### config.mk
export PLATFORM = sky130hd
export DESIGN_NAME = fetch_unit_flat
export DESIGN_NICKNAME = d
export VERILOG_FILES = /design/src/rtl/mips_pkg.sv /design/src/rtl/fetch_unit_if.sv /design/src/rtl/fetch_unit_next_pc_sel.sv /design/src/rtl/fetch_unit.sv /design/src/flat_wrapper.sv
export SDC_FILE = /design/constraint.sdc
export NUM_CORES = 1
export LEC_CHECK = 0
export CAP_MARGIN = 20
export CORE_MARGIN = 2
export CORE_UTILIZATION = 52
export CTS_BUF_LIST = sky130_fd_sc_hd__clkbuf_4
export DETAILED_ROUTE_END_ITERATION = 12
export PLACE_DENSITY = 0.95
export SLEW_MARGIN = 15
export SYNTH_ARGS = -nofsm -noshare
export SYNTH_HDL_FRONTEND = slang
export SYNTH_SLANG_ARGS = --single-unit
### constraint.sdc
create_clock -name clk -period 8.9 [get_ports clk]
set_input_delay 1.335 -clock clk [delete_from_list [all_inputs] [get_ports clk]]
set_output_delay 1.335 -clock clk [all_outputs]
set_load 0.02 [all_outputs]
### src/rtl/mips_pkg.sv
// Shared definitions for the MIPS fetch path.
//   - Opcode / funct constants recognised by the fetch unit.
//   - Fetch FSM state encoding.
//   - Default reset PC.
//   - is_legal_op(): true for every opcode the core supports.
package mips_pkg;

    localparam logic [5:0] OP_RTYPE = 6'h00;
    localparam logic [5:0] OP_J     = 6'h02;
    localparam logic [5:0] OP_JAL   = 6'h03;
    localparam logic [5:0] OP_BEQ   = 6'h04;
    localparam logic [5:0] OP_LW    = 6'h23;
    localparam logic [5:0] OP_SW    = 6'h2B;

    localparam logic [5:0] FUNCT_JR = 6'h08;

    localparam logic [31:0] RESET_PC_DEFAULT = 32'h0000_0000;

    typedef enum logic [1:0] {
        S_IDLE  = 2'd0,
        S_FETCH = 2'd1,
        S_ISSUE = 2'd2
    } fetch_state_e;

    function automatic logic is_legal_op(input logic [5:0] op);
        logic legal;
        case (op)
            OP_RTYPE, OP_J, OP_JAL, OP_BEQ, OP_LW, OP_SW: legal = 1'b1;
            default:                                      legal = 1'b0;
        endcase
        return legal;
    endfunction

endpackage

### src/rtl/fetch_unit_if.sv
// Instruction-memory request/ready bus.
//   imem_req   : fetch request, held until imem_ready
//   imem_addr  : word-aligned fetch address
//   imem_ready : imem_rdata valid this cycle, completes the request
//   imem_rdata : fetched instruction word
// master = fetch unit, slave = instruction memory.
interface fetch_unit_if;
    logic        imem_req;
    logic [31:0] imem_addr;
    logic        imem_ready;
    logic [31:0] imem_rdata;

    modport master (
        output imem_req,
        output imem_addr,
        input  imem_ready,
        input  imem_rdata
    );

    modport slave (
        input  imem_req,
        input  imem_addr,
        output imem_ready,
        output imem_rdata
    );
endinterface

### src/rtl/fetch_unit_next_pc_sel.sv
// Next-PC selection (purely combinational).
// Inputs : pc, instr, rs_data, branch, zero, jump, jr, illegal
// Outputs: next_pc   - target of the instruction at pc
//          misaligned - jr target had nonzero low bits (only when jr wins)
// Priority: illegal > jr > jump > taken branch > pc+4.
module next_pc_sel (
    input  logic [31:0] pc,
    input  logic [31:0] instr,
    input  logic [31:0] rs_data,
    input  logic        branch,
    input  logic        zero,
    input  logic        jump,
    input  logic        jr,
    input  logic        illegal,
    output logic [31:0] next_pc,
    output logic        misaligned
);
    logic [31:0] pc_plus4;
    logic [31:0] br_offset;
    logic [31:0] br_target;
    logic [31:0] j_target;
    logic [31:0] jr_target;

    // Opcode bits are consumed by the caller's legality check, not here.
    logic unused_opcode_bits;
    assign unused_opcode_bits = ^instr[31:26];

    assign pc_plus4  = pc + 32'd4;
    assign br_offset = {{14{instr[15]}}, instr[15:0], 2'b00};
    assign br_target = pc_plus4 + br_offset;
    assign j_target  = {pc_plus4[31:28], instr[25:0], 2'b00};
    assign jr_target = {rs_data[31:2], 2'b00};

    always_comb begin
        next_pc    = pc_plus4;
        misaligned = 1'b0;
        // The decoder drives X on its controls for an unknown opcode, so
        // they must not be looked at at all in that case.
        if (!illegal) begin
            if (jr) begin
                next_pc    = jr_target;
                misaligned = |rs_data[1:0];
            end else if (jump) begin
                next_pc = j_target;
            end else if (branch && zero) begin
                next_pc = br_target;
            end
        end
    end
endmodule

### src/rtl/fetch_unit.sv
// Instruction fetch and PC sequencing for the single-issue MIPS core.
// Ports:
//   clk, reset        : clock, synchronous active-high reset
//   imem (master)     : instruction-memory req/ready bus, imem_addr == pc
//   instr/opcode/funct: latched instruction and decoder fields
//   instr_valid       : instruction held in S_ISSUE
//   stall             : datapath cannot retire the current instruction
//   branch/zero/jump/jal/jr/rs_data : next-PC controls, sampled at retire
//   pc, link_pc       : current pc and pc+4
//   illegal_op, misalign_err : sticky error flags
//   retired           : retired-instruction count (wraps)
module fetch_unit
    import mips_pkg::*;
#(
    parameter logic [31:0] RESET_PC = RESET_PC_DEFAULT
) (
    input  logic               clk,
    input  logic               reset,
    fetch_unit_if.master       imem,
    output logic [31:0]        instr,
    output logic [5:0]         opcode,
    output logic [5:0]         funct,
    output logic               instr_valid,
    input  logic               stall,
    input  logic               branch,
    input  logic               zero,
    input  logic               jump,
    input  logic               jal,
    input  logic               jr,
    input  logic [31:0]        rs_data,
    output logic [31:0]        pc,
    output logic [31:0]        link_pc,
    output logic               illegal_op,
    output logic               misalign_err,
    output logic [31:0]        retired
);
    fetch_state_e state_q, state_d;
    logic [31:0]  pc_q, pc_d;
    logic [31:0]  instr_q, instr_d;
    logic         instr_valid_q, instr_valid_d;
    logic         imem_req_q, imem_req_d;
    logic         illegal_q, illegal_d;
    logic         misalign_q, misalign_d;
    logic [31:0]  retired_q, retired_d;

    logic         illegal_now;
    logic [31:0]  next_pc;
    logic         jr_misaligned;

    // jal only matters to the register-file write of link_pc; the PC target
    // is the same as for j.
    logic unused_jal;
    assign unused_jal = jal;

    assign illegal_now = !is_legal_op(instr_q[31:26]);

    next_pc_sel u_next_pc_sel (
        .pc         (pc_q),
        .instr      (instr_q),
        .rs_data    (rs_data),
        .branch     (branch),
        .zero       (zero),
        .jump       (jump),
        .jr         (jr),
        .illegal    (illegal_now),
        .next_pc    (next_pc),
        .misaligned (jr_misaligned)
    );

    always_comb begin
        state_d       = state_q;
        pc_d          = pc_q;
        instr_d       = instr_q;
        instr_valid_d = instr_valid_q;
        imem_req_d    = imem_req_q;
        illegal_d     = illegal_q;
        misalign_d    = misalign_q;
        retired_d     = retired_q;

        case (state_q)
            S_IDLE: begin
                state_d    = S_FETCH;
                imem_req_d = 1'b1;
            end
            S_FETCH: begin
                if (imem.imem_ready) begin
                    instr_d       = imem.imem_rdata;
                    instr_valid_d = 1'b1;
                    imem_req_d    = 1'b0;
                    state_d       = S_ISSUE;
                end
            end
            S_ISSUE: begin
                // Retire cycle: the only point the control inputs are used.
                if (!stall) begin
                    pc_d          = next_pc;
                    retired_d     = retired_q + 32'd1;
                    instr_valid_d = 1'b0;
                    imem_req_d    = 1'b1;
                    state_d       = S_FETCH;
                    if (illegal_now)   illegal_d  = 1'b1;
                    if (jr_misaligned) misalign_d = 1'b1;
                end
            end
            default: begin
                state_d       = S_IDLE;
                instr_valid_d = 1'b0;
                imem_req_d    = 1'b0;
            end
        endcase
    end

    always_ff @(posedge clk) begin
        if (reset) begin
            state_q       <= S_IDLE;
            pc_q          <= RESET_PC;
            instr_q       <= 32'd0;
            instr_valid_q <= 1'b0;
            imem_req_q    <= 1'b0;
            illegal_q     <= 1'b0;
            misalign_q    <= 1'b0;
            retired_q     <= 32'd0;
        end else begin
            state_q       <= state_d;
            pc_q          <= pc_d;
            instr_q       <= instr_d;
            instr_valid_q <= instr_valid_d;
            imem_req_q    <= imem_req_d;
            illegal_q     <= illegal_d;
            misalign_q    <= misalign_d;
            retired_q     <= retired_d;
        end
    end

    assign imem.imem_req  = imem_req_q;
    assign imem.imem_addr = pc_q;

    assign instr        = instr_q;
    assign opcode       = instr_q[31:26];
    assign funct        = instr_q[5:0];
    assign instr_valid  = instr_valid_q;
    assign pc           = pc_q;
    assign link_pc      = pc_q + 32'd4;
    assign illegal_op   = illegal_q;
    assign misalign_err = misalign_q;
    assign retired      = retired_q;
endmodule

### src/flat_wrapper.sv
// flat-port wrapper written by rule: the top's interface ports become plain ports
module fetch_unit_flat import mips_pkg::*;
#(
    parameter logic [31:0] RESET_PC = RESET_PC_DEFAULT
)
  (clk, reset, instr, opcode, funct, instr_valid, stall, branch, zero, jump, jal, jr, rs_data, pc, link_pc, illegal_op, misalign_err, retired, imem_imem_req, imem_imem_addr, imem_imem_ready, imem_imem_rdata);
  fetch_unit_if imem_i ();
  input  logic clk;
  input  logic reset;
  output logic [31:0] instr;
  output logic [5:0] opcode;
  output logic [5:0] funct;
  output logic instr_valid;
  input  logic stall;
  input  logic branch;
  input  logic zero;
  input  logic jump;
  input  logic jal;
  input  logic jr;
  input  logic [31:0] rs_data;
  output logic [31:0] pc;
  output logic [31:0] link_pc;
  output logic illegal_op;
  output logic misalign_err;
  output logic [31:0] retired;
  output wire logic [$bits(imem_i.imem_req)-1:0] imem_imem_req;
  output wire logic [$bits(imem_i.imem_addr)-1:0] imem_imem_addr;
  input wire logic [$bits(imem_i.imem_ready)-1:0] imem_imem_ready;
  input wire logic [$bits(imem_i.imem_rdata)-1:0] imem_imem_rdata;
  assign imem_imem_req = imem_i.imem_req;
  assign imem_imem_addr = imem_i.imem_addr;
  assign imem_i.imem_ready = imem_imem_ready;
  assign imem_i.imem_rdata = imem_imem_rdata;
  fetch_unit #(.RESET_PC(RESET_PC)) u_core (.clk(clk), .reset(reset), .imem(imem_i), .instr(instr), .opcode(opcode), .funct(funct), .instr_valid(instr_valid), .stall(stall), .branch(branch), .zero(zero), .jump(jump), .jal(jal), .jr(jr), .rs_data(rs_data), .pc(pc), .link_pc(link_pc), .illegal_op(illegal_op), .misalign_err(misalign_err), .retired(retired));
endmodule
==> impl_metrics.env <==
export IMPL_status="finished, final reports clean"
export IMPL_die_h_um=124
export IMPL_worstHoldEndpoint="u_core.instr[22]"
export IMPL_post_route_fraction_of_the_period_consumed_by_the_critical_path_pct=64.5
export IMPL_drive_gt1_share_pct=3.26
export IMPL_critPathTopFamily="simple AND/OR/NAND/NOR gates"
export IMPL_max_slew_margin_rel_pct=34.2
export IMPL_clkTransAtPathRegs_ns=0.17
export IMPL_final_max_slew_violation_count=0
export IMPL_clock_tree_root_cell="clkbuf_4"
export IMPL_synthesis_area_um2=7480
export IMPL_worst_ep_required_time_ns=7.57
export IMPL_gr_total_overflow=0
export IMPL_clock_tree_from_tritoncts="done"
export IMPL_cap_violations=0
export IMPL_post_synth_inst_count=1029
export IMPL_finalWirelength_um=26100
export IMPL_pin_count_of_the_biggest_net_entering_global_routing=59
export IMPL_first_pass_iters=5
export IMPL_synth_edf_count=0
export IMPL_beginning_of_the_worst_register_to_register_path="u_core.imem.imem_addr[2]"
export IMPL_dieWidth_um=124
export IMPL_route_antenna_remaining_nets=0
export IMPL_first_global_vias=7713
export IMPL_hold_viol=0
export IMPL_kind_of_capture_point_of_the_worst_setup_path="output port"
export IMPL_number_of_antenna_violations_at_the_first_check_in_global_routing=2
export IMPL_routabilityCongestion=0.963
export IMPL_switching_share_pct=33.0
export IMPL_synthesis_yosys_warnings=0
export IMPL_ctsHtreeMaxLevel=3
export IMPL_grt_first_pass_wirelength_um=39400
export IMPL_finalClockSkew_ns=0.0143
export IMPL_synth_sequential_area_ratio_pct=26.5
export IMPL_critical_path_slowest_cell="nor3_1"
export IMPL_ys_async_sr_fraction_pct=0
export IMPL_timing_setup_tns_ns=0
export IMPL_post_route_min_period_ns=5.74
export IMPL_initialDrtViolationCount=887
export IMPL_detailroute_via_count=8475
export IMPL_fillers=1104
export IMPL_hold_depth=2
export IMPL_design_die_area_um2=15400
export IMPL_clock_tree_buffer_depth=2
export IMPL_cts_repair_timing_setup_buffer_count=0
export IMPL_coreArea_um2=14000
export IMPL_net_count_reported_at_finish=1303
export IMPL_path_class="flip-flop to output port"
export IMPL_detail_route_drc_violations=0
export IMPL_routedWlPerCell_um=18.9
export IMPL_power_density_nw_per_um2=102
export IMPL_postLayoutCellArea_um2=9820
export IMPL_tightest_hold_check_type="flip-flop to flip-flop"
export IMPL_most_prevalent_standard_cell_on_the_critical_path="nand3_1"
export IMPL_arrival_ns=4.41
export IMPL_irDropWorstVdd_v=0.0000844
export IMPL_detailedPlacementHpwl_um=18400
export IMPL_global_route_usage_total_pct=33.0
export IMPL_dpl_cell_area_um2=9640
export IMPL_worst_pin_slew_ns=0.987
export IMPL_netlist_cell_type_count=69
export IMPL_synth_flop_cell="dfxtp_1"
export IMPL_cp_num_buf_inv=1
export IMPL_max_stage_delay_ns=0.74
export IMPL_finalSetupViolations=0
export IMPL_critical_path_max_fanout=9
export IMPL_power_share_sequential_pct=47.0
export IMPL_combinationalPowerShare_pct=23.3
export IMPL_syn_mean_instance_area_um2=7.27
export IMPL_cp_start_kind="flip-flop"
export IMPL_cts_hold_fix_buffers=0
export IMPL_worst_r2r_setup_slack_ns=3.48
export IMPL_tritoncts_num_sinks=99
export IMPL_critical_path_reg2reg_endpoint="u_core.imem.imem_addr[31]"
export IMPL_synth_ff_latch_count=99
export IMPL_r2r_cells=17
export IMPL_clkLatencyLatePin_ns=0.51
export IMPL_post_cts_resized=0
export IMPL_boundaryPins=249
export IMPL_worstHoldStart="u_core.instr[22]"
export IMPL_detail_route_vias_per_cell=6.15
export IMPL_worstPathCellList="ha_1 -> nand3_1 -> nor2_1 -> nand3_1 -> nor3_1 -> nand3_1 -> xnor2_1 -> clkdlybuf4s50_1"
export IMPL_cellLeakagePower_nw=3.77
export IMPL_unrepaired_setup_endpoints_after_global_routing="false"
export IMPL_clock_fmax_mhz=174
export IMPL_worstSetupPathDepth=8
export IMPL_flow_area_growth_from_synthesis_pct=31.3
export IMPL_p_switching_w=0.000331
export IMPL_p_int_w=0.000671
export IMPL_placement_rows=43
export IMPL_io_buffer_count=241
export IMPL_cts_buffers=9
export IMPL_starting_density_of_the_core_pct=53.5
export IMPL_clock_power_share_pct=29.8
==> Yosys cell counts, drive strengths merged (5+ instances only) <==
library cell    n  area [um2]
nand4          15         100
o22ai           6        37.5
o31ai           7        52.6
and2            7        43.8
nor3           11        66.3
nor2           89         334
xnor2          31         272
nand3          40         205
clkbuf         49         184
nor2b           8        50.1
buf            55         399
a21o           14         105
a31oi          10        62.6
nand2b          8        50.1
a221oi          8        70.1
dfxtp          99        1980
inv            21        78.8
or3             8        50.1
nand2         156         586
ha             37         463
o211ai         23         173
a21oi         120         601
and3           15        98.8
xor2           44         385
a22oi           8        60.1
o21ai          64         320
a211oi          6        45.0
and4           12         105
o21a            5        37.5
==> layout by cell type (no fill, tap or decap), types with 21 or more instances in the layout <==
cell type | netlist | routed
clkdlybuf4s50_1 | 0 | 240
nand2_1 | 156 | 156
a21oi_1 | 120 | 120
dfxtp_1 | 99 | 99
nor2_1 | 89 | 88
o21ai_0 | 63 | 63
xor2_1 | 44 | 44
nand3_1 | 39 | 39
ha_1 | 37 | 37
xnor2_1 | 31 | 31
o211ai_1 | 23 | 23
inv_1 | 21 | 21
==> tightest hold or removal path, stage by stage (launching register included) <==
cell and delay [ns]:
dfxtp_1 0.35, nand2_1 0.05, a21oi_1 0.05
==> power groups by stage <==
| stage | Clock [W] | Combinational [W] | Sequential [W] |
|---|---|---|---|
| after CTS | 0.000302 | 0.000228 | 0.000470 |
| after global routing | 0.000316 | 0.000247 | 0.000473 |
| after global placement | 0 | 0.000223 | 0.000479 |
| after floorplan | 0 | 0.000121 | 0.000489 |
| final | 0.000298 | 0.000233 | 0.000470 |
| after detailed placement | 0 | 0.000227 | 0.000479 |
==> registers in the layout (all words and copies together) (netlist names) <==
register and count:
u_core.imem.imem_addr 30, u_core.retired 32, u_core.misalign_err 1, u_core.state_q 2
u_core.instr_valid 1, u_core.instr 32, u_core.illegal_op 1
==> area by class of cell <==
type | instances | area, um2 | area share [%]
clock buffers | 9 | 67.6 | 0.688
inverters | 21 | 78.8 | 0.803
clock inverters | 7 | 110 | 1.12
flip-flops and latches | 99 | 1980 | 20.2
repair buffers | 251 | 2480 | 25.3
diodes | 1 | 2.50 | 0.0255
well taps | 180 | 225 | 2.29
multi-input cells | 810 | 4870 | 49.6
==> worst max-delay path by stage <==
| stage | from | endpoint | slack (ns) |
|---|---|---|---|
| 4_1_cts | u_core.imem.imem_addr[2] | link_pc[28] | 3.28 |
| 5_1_grt | u_core.imem.imem_addr[2] | link_pc[28] | 2.98 |
| 6_report | u_core.imem.imem_addr[2] | link_pc[28] | 3.16 |
| 3_5_place_dp | u_core.imem.imem_addr[2] | u_core.imem.imem_addr[31] | 3.66 |
| 3_3_place_gp | u_core.imem.imem_addr[2] | u_core.imem.imem_addr[31] | 3.79 |
| 2_1_floorplan | u_core.imem.imem_addr[2] | u_core.imem.imem_addr[31] | 4.60 |
==> metal layers <==
metal / wire, um / GRT usage, % / part of all wire (%) / vias up
li1: - / - / - / 3938
met1: 10200 / 40.8 / 39 / 3921
met2: 12000 / 53.5 / 46 / 507
met3: 2610 / 6.46 / 10 / 107
met4: 1280 / 18.8 / 4.9 / 2
met5: 11 / 0 / 0.042 / -
==> through the flow <==
| stage | total power, W | setup slack [ns] | util (%) | hold slack, ns | cells |
|---|---|---|---|---|---|
| finish | 0.00100 | 3.16 | 70.2 | 0.479 | 1378 |
| global route | 0.00104 | 2.98 | 70.2 | 0.503 | 1378 |
| CTS | 0.00100 | 3.28 | 70.2 | 0.482 | 1377 |
| detailed placement | 0.000706 | 3.66 | 68.9 | 0.462 | 1361 |
| global placement | 0.000702 | 3.79 | 68.9 | 0.453 | 1361 |
| floorplan | 0.000610 | 4.60 | - | 0.514 | 1034 |
==> cell families after synthesis <==
| kind of cell | after synthesis | synth area share, % |
|---|---|---|
| AND/OR/NAND/NOR | 384 | 24.1 |
| XOR/XNOR | 75 | 8.78 |
| multiplexers | 4 | 0.535 |
| AO/OA/AOI/OAI | 303 | 24.8 |
| buffers and inverters | 125 | 8.85 |
| adder cells (fa/ha/maj) | 38 | 6.45 |
| other | 1 | 0.0501 |
| flip-flops | 99 | 26.5 |
Note: power is estimated with default switching activity, not from simulation.
